===== src/rtl/dmem_arbiter.sv =====
// Two-port arbiter that serialises byte/word accesses onto a byte-wide, strobe-edge-triggered data memory.
// Define DMEM_ARB_RR_EN for round-robin tie-breaking; otherwise port 0 always wins ties.
module dmem_arbiter #(
  parameter int N      = 32,
  parameter int MEM_AW = 12
) (
  input  logic         clk,
  input  logic         rst_n,
  input  logic         req0,
  input  logic         we0,
  input  logic         byte0,
  input  logic [N-1:0] addr0,
  input  logic [N-1:0] wdata0,
  output logic         ack0,
  output logic [N-1:0] rdata0,
  input  logic         req1,
  input  logic         we1,
  input  logic         byte1,
  input  logic [N-1:0] addr1,
  input  logic [N-1:0] wdata1,
  output logic         ack1,
  output logic [N-1:0] rdata1,
  output logic         busy,
  output logic [N-1:0] mem_addr,
  output logic [N-1:0] mem_wdata,
  input  logic [N-1:0] mem_rdata,
  output logic         mem_re,
  output logic         mem_we,
  output logic         mem_isbyte
);

  typedef enum logic [1:0] {
    IDLE    = 2'd0,
    STROBE  = 2'd1,
    CAPTURE = 2'd2,
    DONE    = 2'd3
  } state_t;

  state_t            state_q, state_d;
  logic [1:0]        i_q, i_d;
  logic              grant_q, grant_d;
  logic              we_q, we_d;
  logic              byte_q, byte_d;
  logic [MEM_AW-1:0] addr_q, addr_d;
  logic [31:0]       wdata_q, wdata_d;
  logic [31:0]       result_q, result_d;
  logic [N-1:0]      rdata0_q, rdata0_d;
  logic [N-1:0]      rdata1_q, rdata1_d;
  logic              win;
  logic              last_byte;
  logic              unused_inputs;

  assign unused_inputs = ^{addr0[N-1:MEM_AW], addr1[N-1:MEM_AW], mem_rdata[N-1:8]};

`ifdef DMEM_ARB_RR_EN
  logic last_grant_q, last_grant_d;

  always_comb begin
    if (req0 && req1) win = ~last_grant_q;
    else              win = ~req0;
  end

  always_comb begin
    last_grant_d = last_grant_q;
    if (state_q == IDLE && (req0 || req1)) last_grant_d = win;
  end

  // Reset value 1 makes port 0 the winner of the first tie.
  always_ff @(posedge clk or negedge rst_n) begin
    if (!rst_n) last_grant_q <= 1'b1;
    else        last_grant_q <= last_grant_d;
  end
`else
  assign win = ~req0;
`endif

  assign last_byte = byte_q | (i_q == 2'd3);

  always_ff @(posedge clk or negedge rst_n) begin
    if (!rst_n) begin
      state_q  <= IDLE;
      i_q      <= '0;
      grant_q  <= 1'b0;
      we_q     <= 1'b0;
      byte_q   <= 1'b0;
      addr_q   <= '0;
      wdata_q  <= '0;
      result_q <= '0;
      rdata0_q <= '0;
      rdata1_q <= '0;
    end else begin
      state_q  <= state_d;
      i_q      <= i_d;
      grant_q  <= grant_d;
      we_q     <= we_d;
      byte_q   <= byte_d;
      addr_q   <= addr_d;
      wdata_q  <= wdata_d;
      result_q <= result_d;
      rdata0_q <= rdata0_d;
      rdata1_q <= rdata1_d;
    end
  end

  always_comb begin
    state_d  = state_q;
    i_d      = i_q;
    grant_d  = grant_q;
    we_d     = we_q;
    byte_d   = byte_q;
    addr_d   = addr_q;
    wdata_d  = wdata_q;
    result_d = result_q;
    rdata0_d = rdata0_q;
    rdata1_d = rdata1_q;
    case (state_q)
      IDLE: begin
        if (req0 || req1) begin
          state_d  = STROBE;
          i_d      = '0;
          grant_d  = win;
          result_d = '0;
          we_d     = win ? we1 : we0;
          byte_d   = win ? byte1 : byte0;
          addr_d   = win ? addr1[MEM_AW-1:0] : addr0[MEM_AW-1:0];
          wdata_d  = win ? wdata1[31:0] : wdata0[31:0];
        end
      end
      STROBE: state_d = CAPTURE;
      CAPTURE: begin
        if (!we_q) result_d[{i_q, 3'b000} +: 8] = mem_rdata[7:0];
        if (last_byte) begin
          state_d = DONE;
          // Load the port's read register on entry to DONE so it is valid during ack.
          if (grant_q) begin
            rdata1_d       = '0;
            rdata1_d[31:0] = we_q ? 32'd0 : result_d;
          end else begin
            rdata0_d       = '0;
            rdata0_d[31:0] = we_q ? 32'd0 : result_d;
          end
        end else begin
          state_d = STROBE;
          i_d     = i_q + 2'd1;
        end
      end
      DONE:    state_d = IDLE;
      default: state_d = IDLE;
    endcase
  end

  always_comb begin
    mem_re    = 1'b0;
    mem_we    = 1'b0;
    mem_addr  = '0;
    mem_wdata = '0;
    if (state_q == STROBE) begin
      mem_re                = ~we_q;
      mem_we                = we_q;
      mem_addr[MEM_AW-1:0]  = addr_q + MEM_AW'(i_q);
      mem_wdata[7:0]        = wdata_q[{i_q, 3'b000} +: 8];
    end
    ack0 = (state_q == DONE) & ~grant_q;
    ack1 = (state_q == DONE) & grant_q;
    busy = (state_q != IDLE);
  end

  assign mem_isbyte = 1'b1;
  assign rdata0     = rdata0_q;
  assign rdata1     = rdata1_q;

endmodule


===== config.mk =====
export PLATFORM = sky130hd
export DESIGN_NAME = dmem_arbiter
export DESIGN_NICKNAME = d
export VERILOG_FILES = /design/src/rtl/dmem_arbiter.sv
export SDC_FILE = /design/constraint.sdc
export NUM_CORES = 1
export LEC_CHECK = 0
export BUFFER_PORTS_ARGS = -buffer_cell sky130_fd_sc_hd__buf_2
export CORE_MARGIN = 1
export CORE_UTILIZATION = 49
export DETAILED_ROUTE_END_ITERATION = 7
export PLACE_DENSITY = 0.8
export SYNTH_ARGS = -nofsm -noshare
export SYNTH_HDL_FRONTEND = slang
export SYNTH_SLANG_ARGS = --single-unit

===== constraint.sdc =====
create_clock -name clk -period 2.55 [get_ports clk]
set_input_delay 0.51 -clock clk [delete_from_list [all_inputs] [get_ports clk]]
set_output_delay 0.51 -clock clk [all_outputs]
set_load 0.02 [all_outputs]

After elaboration in Yosys (flattened, before gate mapping)
Cells that the tools add are included.
{"block": "totals", "reg_bits": 147, "latchBits": 0, "ram_bits": 0, "romBits": 0, "inputBits": 168, "out_inout_bits": 134, "n_memories": 0}
{"block": "op_classes", "n_addsub": 3, "multipliers": 0, "n_div": 0, "magnitude_cmp": 0, "n_eq_ne": 6, "n_shift": 3, "muxes": 19, "n_bitwise": 6, "reduce_logical": 9}
{"operator": "2-to-1 mux 32 bit", "n": 4}
{"operator": "case mux 32 bit (2 select lines)", "n": 1}
{"operator": "bitwise mux 32 bit", "n": 1}
{"operator": "variable shift 8 x 7 -> 32 bit (first input constant)", "n": 1}
{"operator": "indexed part select 32 x 6 -> 8 bit", "n": 1}
{"operator": "indexed part select 8 x 7 -> 32 bit", "n": 1}
{"operator": "2-to-1 mux 12 bit", "n": 2}
{"operator": "adder 12 x 2 -> 12 bit", "n": 1}
{"operator": "AND reduction 3 bit", "n": 3}
{"operator": "2-to-1 mux 2 bit", "n": 4}
{"operator": "2-to-1 mux 8 bit", "n": 1}
{"operator": "case mux 2 bit (4 select lines)", "n": 1}
{"operator": "negation 5 -> 7 bit", "n": 1}
{"operator": "== test 2 bit (second input constant)", "n": 3}
{"operator": "2-to-1 mux 1 bit", "n": 4}
{"operator": "!= test 2 bit (second input constant)", "n": 2}
{"operator": "case mux 2 bit (2 select lines)", "n": 1}
{"operator": "AND reduction 2 bit", "n": 2}
{"operator": "nonzero test 2 bit", "n": 2}
{"operator": "inverter 1 bit", "n": 3}
{"operator": "adder 2 x 1 -> 2 bit (second input constant)", "n": 1}
{"operator": "AND 1 bit", "n": 2}
{"operator": "== test 2 x 1 -> 1 bit (second input constant)", "n": 1}
{"operator": "logical NOT 2 bit", "n": 1}
{"operator": "2 further kinds", "n": 2}

Depth between registers and ports, before layout
{"block": "depth", "word_depth": 5, "mapped_depth": 9, "ltp_nobuf": 5}

Least setup slack after synthesis
OpenSTA, ideal clock, no wires.
{"block": "synth_path", "path_type": "reg-to-reg", "startpoint": "register i_q[0]", "endpoint": "register rdata0_q[11], in the netlist rdata0[11]", "setup_ns": 0.128, "t_arrival_ns": 2.126, "setup_slack_ns": 0.296, "path_stages_with_launch": 9, "period_less_slack_ns": 2.254, "path_cell_list": "dfrtp_1 -> buf_2 -> inv_1 -> clkbuf_1 -> ha_1 -> and2_1 -> clkbuf_1 -> a32o_1 -> mux2_1"}
{"block": "synth_via", "elab_chain_cells": 5}
{"element": "from (decl)", "line_no": "40", "rtl": "logic [1:0] i_q, i_d;"}
{"element": "from (signal assigned)", "line_no": "93", "rtl": "i_q <= i_d;"}
{"element": "negation 5 -> 7 bit", "line_no": "131", "rtl": "if (!we_q) result_d[{i_q, 3'b000} +: 8] = mem_rdata[7:0];"}
{"element": "indexed part select 8 x 7 -> 32 bit / variable shift 8 x 7 -> 32 bit (equally long branches)", "line_no": "131"}
{"element": "bitwise mux 32 bit", "line_no": "131"}
{"element": "2-to-1 mux 32 bit", "line_no": "131"}
{"element": "2-to-1 mux 32 bit", "line_no": "140", "rtl": "rdata0_d[31:0] = we_q ? 32'd0 : result_d;"}
{"element": "to (signal assigned)", "line_no": "100", "rtl": "rdata0_q <= rdata0_d;"}
{"element": "to (decl)", "line_no": "47", "rtl": "logic [N-1:0] rdata0_q, rdata0_d;"}
Parallel ways exist; a longest one is shown, timed or not.
A chain may end at the register's enable or synchronous reset.

Final worst setup path
{"block": "layout_path", "startpoint": "register i_q[0]", "endpoint": "output mem_addr[10]"}
{"block": "layout_via", "elab_chain_cells": 2}
{"element": "adder 12 x 2 -> 12 bit", "line_no": "160", "rtl": "mem_addr[MEM_AW-1:0] = addr_q + MEM_AW'(i_q);"}
{"element": "2-to-1 mux 12 bit", "line_no": "157", "rtl": "if (state_q == STROBE) begin"}
{"element": "to (decl)", "line_no": "24", "rtl": "output logic [N-1:0] mem_addr,"}
No other way between the ends.

==> results.py <==
metrics = {
    "cts": {
        "clk_path_buf_depth": 2,
        "tritoncts": "built",
        "clk_pin_slew_worst_paths_ns": 0.06,
        "cts_buffers": 17,
        "cts_sinks": 147,
        "clk-insertion-delay-late_ns": 0.42,
        "h-tree-depth": 4,
        "root_buffer": "clkbuf_16",
        "cts_hold_buf": 0,
    },
    "yosys": {
        "yosysTopAreaCellShare_pct": 47.8,
        "synth-seq-cells": 147,
        "synthCells": 598,
        "synth-edff-count": 0,
        "synthArstFlopShare_pct": 100,
        "avgSynthCellArea_um2": 12.9,
        "yosysSeqAreaShare_pct": 47.8,
        "synth_flop_cell": "dfrtp_1",
        "yosysTopAreaCell": "dfrtp_1",
        "synth_warnings": 0,
        "syn-cell-area_um2": 7690,
        "synth_area_leaders": "dfrtp_1 48%, mux2_2 13%, mux2_1 9.2%",
        "synth_cell_types": 49,
    },
    "drt": {
        "drt_iter0_markers": 236,
        "via_per_inst": 5.41,
        "drc": 0,
        "route.antenna.remaining_nets": 0,
        "wirelength_mm": 17.2,
        "route.vias.total": 5427,
        "drtPass1Iterations": 5,
        "wl_per_cell_um": 17.1,
    },
    "die": {
        "die_h_um": 127,
        "initial_utilization_pct": 50.4,
        "die_area_um2": 16200,
        "coreArea_um2": 15300,
        "die_w_um": 127,
        "row_count": 45,
        "io_pins": 302,
    },
    "timing": {
        "finalCritPeriodShare_pct": 101,
        "fin_ws_ns": -0.0140,
        "skew_ns": 0.0117,
        "rsz0062_at_grt": "yes",
        "finalSetupTns_ns": -0.0140,
        "relSlewSlack_pct": 52.6,
        "finalSetupViolations": 1,
        "slew_violations": 0,
        "tightestPinTransition_ns": 0.712,
        "hold_ws_ns": 0.0679,
        "fmax_ghz": 0.390,
        "fin_crit_ns": 2.56,
        "hold_viol_final": 0,
    },
    "global_routing": {
        "use_met1_pct": 29.4,
        "overflow": 0,
        "grt_pass1_vias": 5244,
        "grt_pass1_wl_mm": 27.6,
        "grt.met3_usage_pct": 5.07,
        "grt_start_max_net_pins": 61,
        "top_usage_layer": "met2",
        "grt_usage_pct": 22.3,
        "antenna_found_initial": 0,
        "grt.met2_usage_pct": 36.8,
    },
    "power": {
        "p_int_mw": 6.24,
        "p_seq_share_pct": 35.3,
        "pwr-share-comb_pct": 37.9,
        "power.switching_mw": 3.52,
        "p_leak_nw": 4.61,
        "swShare_pct": 36.1,
        "vdd_drop_max_v": 0.000650,
        "power_density_nw_per_um2": 1040,
        "p_clk_share_pct": 26.8,
        "p_total_mw": 9.77,
    },
    "run_status": {
        "violations": "negative setup slack",
        "status": "complete, but fails checks",
    },
    "finish": {
        "fin_area_um2": 9390,
        "drive_above_1_share_pct": 44.4,
        "area_growth_pct": 22.1,
        "final_cells": 1003,
        "antenna_cells": 0,
        "final_common_cell": "buf_2",
        "final_cell_mix": "186 x buf_2, 146 x dfrtp_1, 87 x mux2_2",
        "utilization_pct": 61.5,
        "nNetsFinal": 957,
    },
    "critical_path": {
        "path_class": "reg2out",
        "r2r_cells": 7,
        "crit_arrival_ns": 2.05,
        "max_stage_delay_ns": 0.43,
        "worstPathRequired_ns": 2.04,
        "slowest_stage": "or4_1",
        "critical_path_buf_inv_count": 1,
        "timing.rr.end": "result_q[15]",
        "path_cells": "ha_4, fa_2, nand4_1, or4_1, a21oi_2, buf_4",
        "worst-path-max-fanout": 4,
        "reg2reg_from": "i_q[0]",
        "worst_setup_path_start_kind": "flip-flop",
        "rrSetupSlack_ns": 0.18,
        "critPathTopFamily": "simple AND/OR/NAND/NOR gates",
        "end_kind": "output port",
    },
    "min_path": {
        "hold_class": "in2async",
    },
    "placed_design": {
        "placed_cell_area_um2": 8700,
        "port_buffers": 192,
        "pre_cts_slack_ns": 0.275,
        "hpwl_mm": 12.0,
        "place_congestion": 0.774,
        "dpl.cell_count": 970,
    },
    "run": {
        "maxCapViolCount": 0,
    },
}
-- sequential cells by signal, indices dropped and copies added, names as in the netlist --
signal / flops
grant_q: 1
i_q: 2
we_q: 1
rdata0: 32
byte_q: 1
wdata_q: 32
addr_q: 12
rdata1: 32
state_q: 2
result_q: 32
-- routing by layer --
layer,vias to the layer above,share of wire [%]
li1,2500,-
met1,2717,44
met2,198,50
met3,12,5.0
met4,0,1.3
met5,-,0
-- Yosys cell counts, types with 2 or more instances --
library cell,n
nand4_1,2
or4_1,3
o31ai_1,3
a21oi_1,17
buf_6,3
mux2_2,87
nand4bb_1,8
mux2i_1,8
nor2b_1,3
buf_1,7
buf_4,53
a32o_1,47
inv_1,8
a22o_1,7
and2_1,15
clkbuf_1,16
nand2b_1,13
conb_1,2
a211oi_1,3
buf_2,12
nor4_1,2
a21o_1,3
nand3b_1,3
nand3_1,4
dfrtp_1,147
or3_1,3
nor2_1,11
ha_1,8
mux4_2,8
o21ai_0,6
nand2_1,6
mux2_1,63
-- cell type report --
class	instances	area, µm²
fill	1202	5870
sequential	147	3680
multi-input combinational	394	3600
timing repair buffer	212	1190
clock buffer	18	439
tap	211	264
clock inverter	13	184
inverter	8	30.0
-- worst max-delay path by stage --
| stage | startpoint | cells after the start | end |
|---|---|---|---|
| floorplan | i_q[0] | 8 | rdata0[11] |
| global placement | i_q[0] | 6 | mem_addr[6] |
| detailed placement | i_q[0] | 6 | mem_addr[10] |
| CTS | i_q[0] | 6 | mem_addr[10] |
| global route | i_q[0] | 6 | mem_addr[10] |
| finish | i_q[0] | 6 | mem_addr[10] |
-- cell families after synthesis --
group	synth area share (%)
muxes	25.3
AOI/OAI and AO/OA	9.71
adders and majority gates	1.56
buffers and inverters	7.97
and+or+nand+nor	7.24
xor gates and xnor gates	0.228
DFF	47.8
other	0.0977
-- power by group through the flow --
stage,Combinational [mW],Sequential (mW),Clock [mW]
2_1_floorplan,2.60,3.46,0
5_1_grt,4.01,3.53,2.78
4_1_cts,3.69,3.43,2.68
3_5_place_dp,3.62,3.47,0
6_report,3.70,3.44,2.62
3_3_place_gp,3.56,3.43,0
-- timing repair --
item / CTS / global route
gates resized for setup: 8 / 5
pin swaps: 1 / 4
buffers inserted: 1 / 2
endpoints found under the setup margin: 9 / 16
Power figures use the tool's default switching activity.
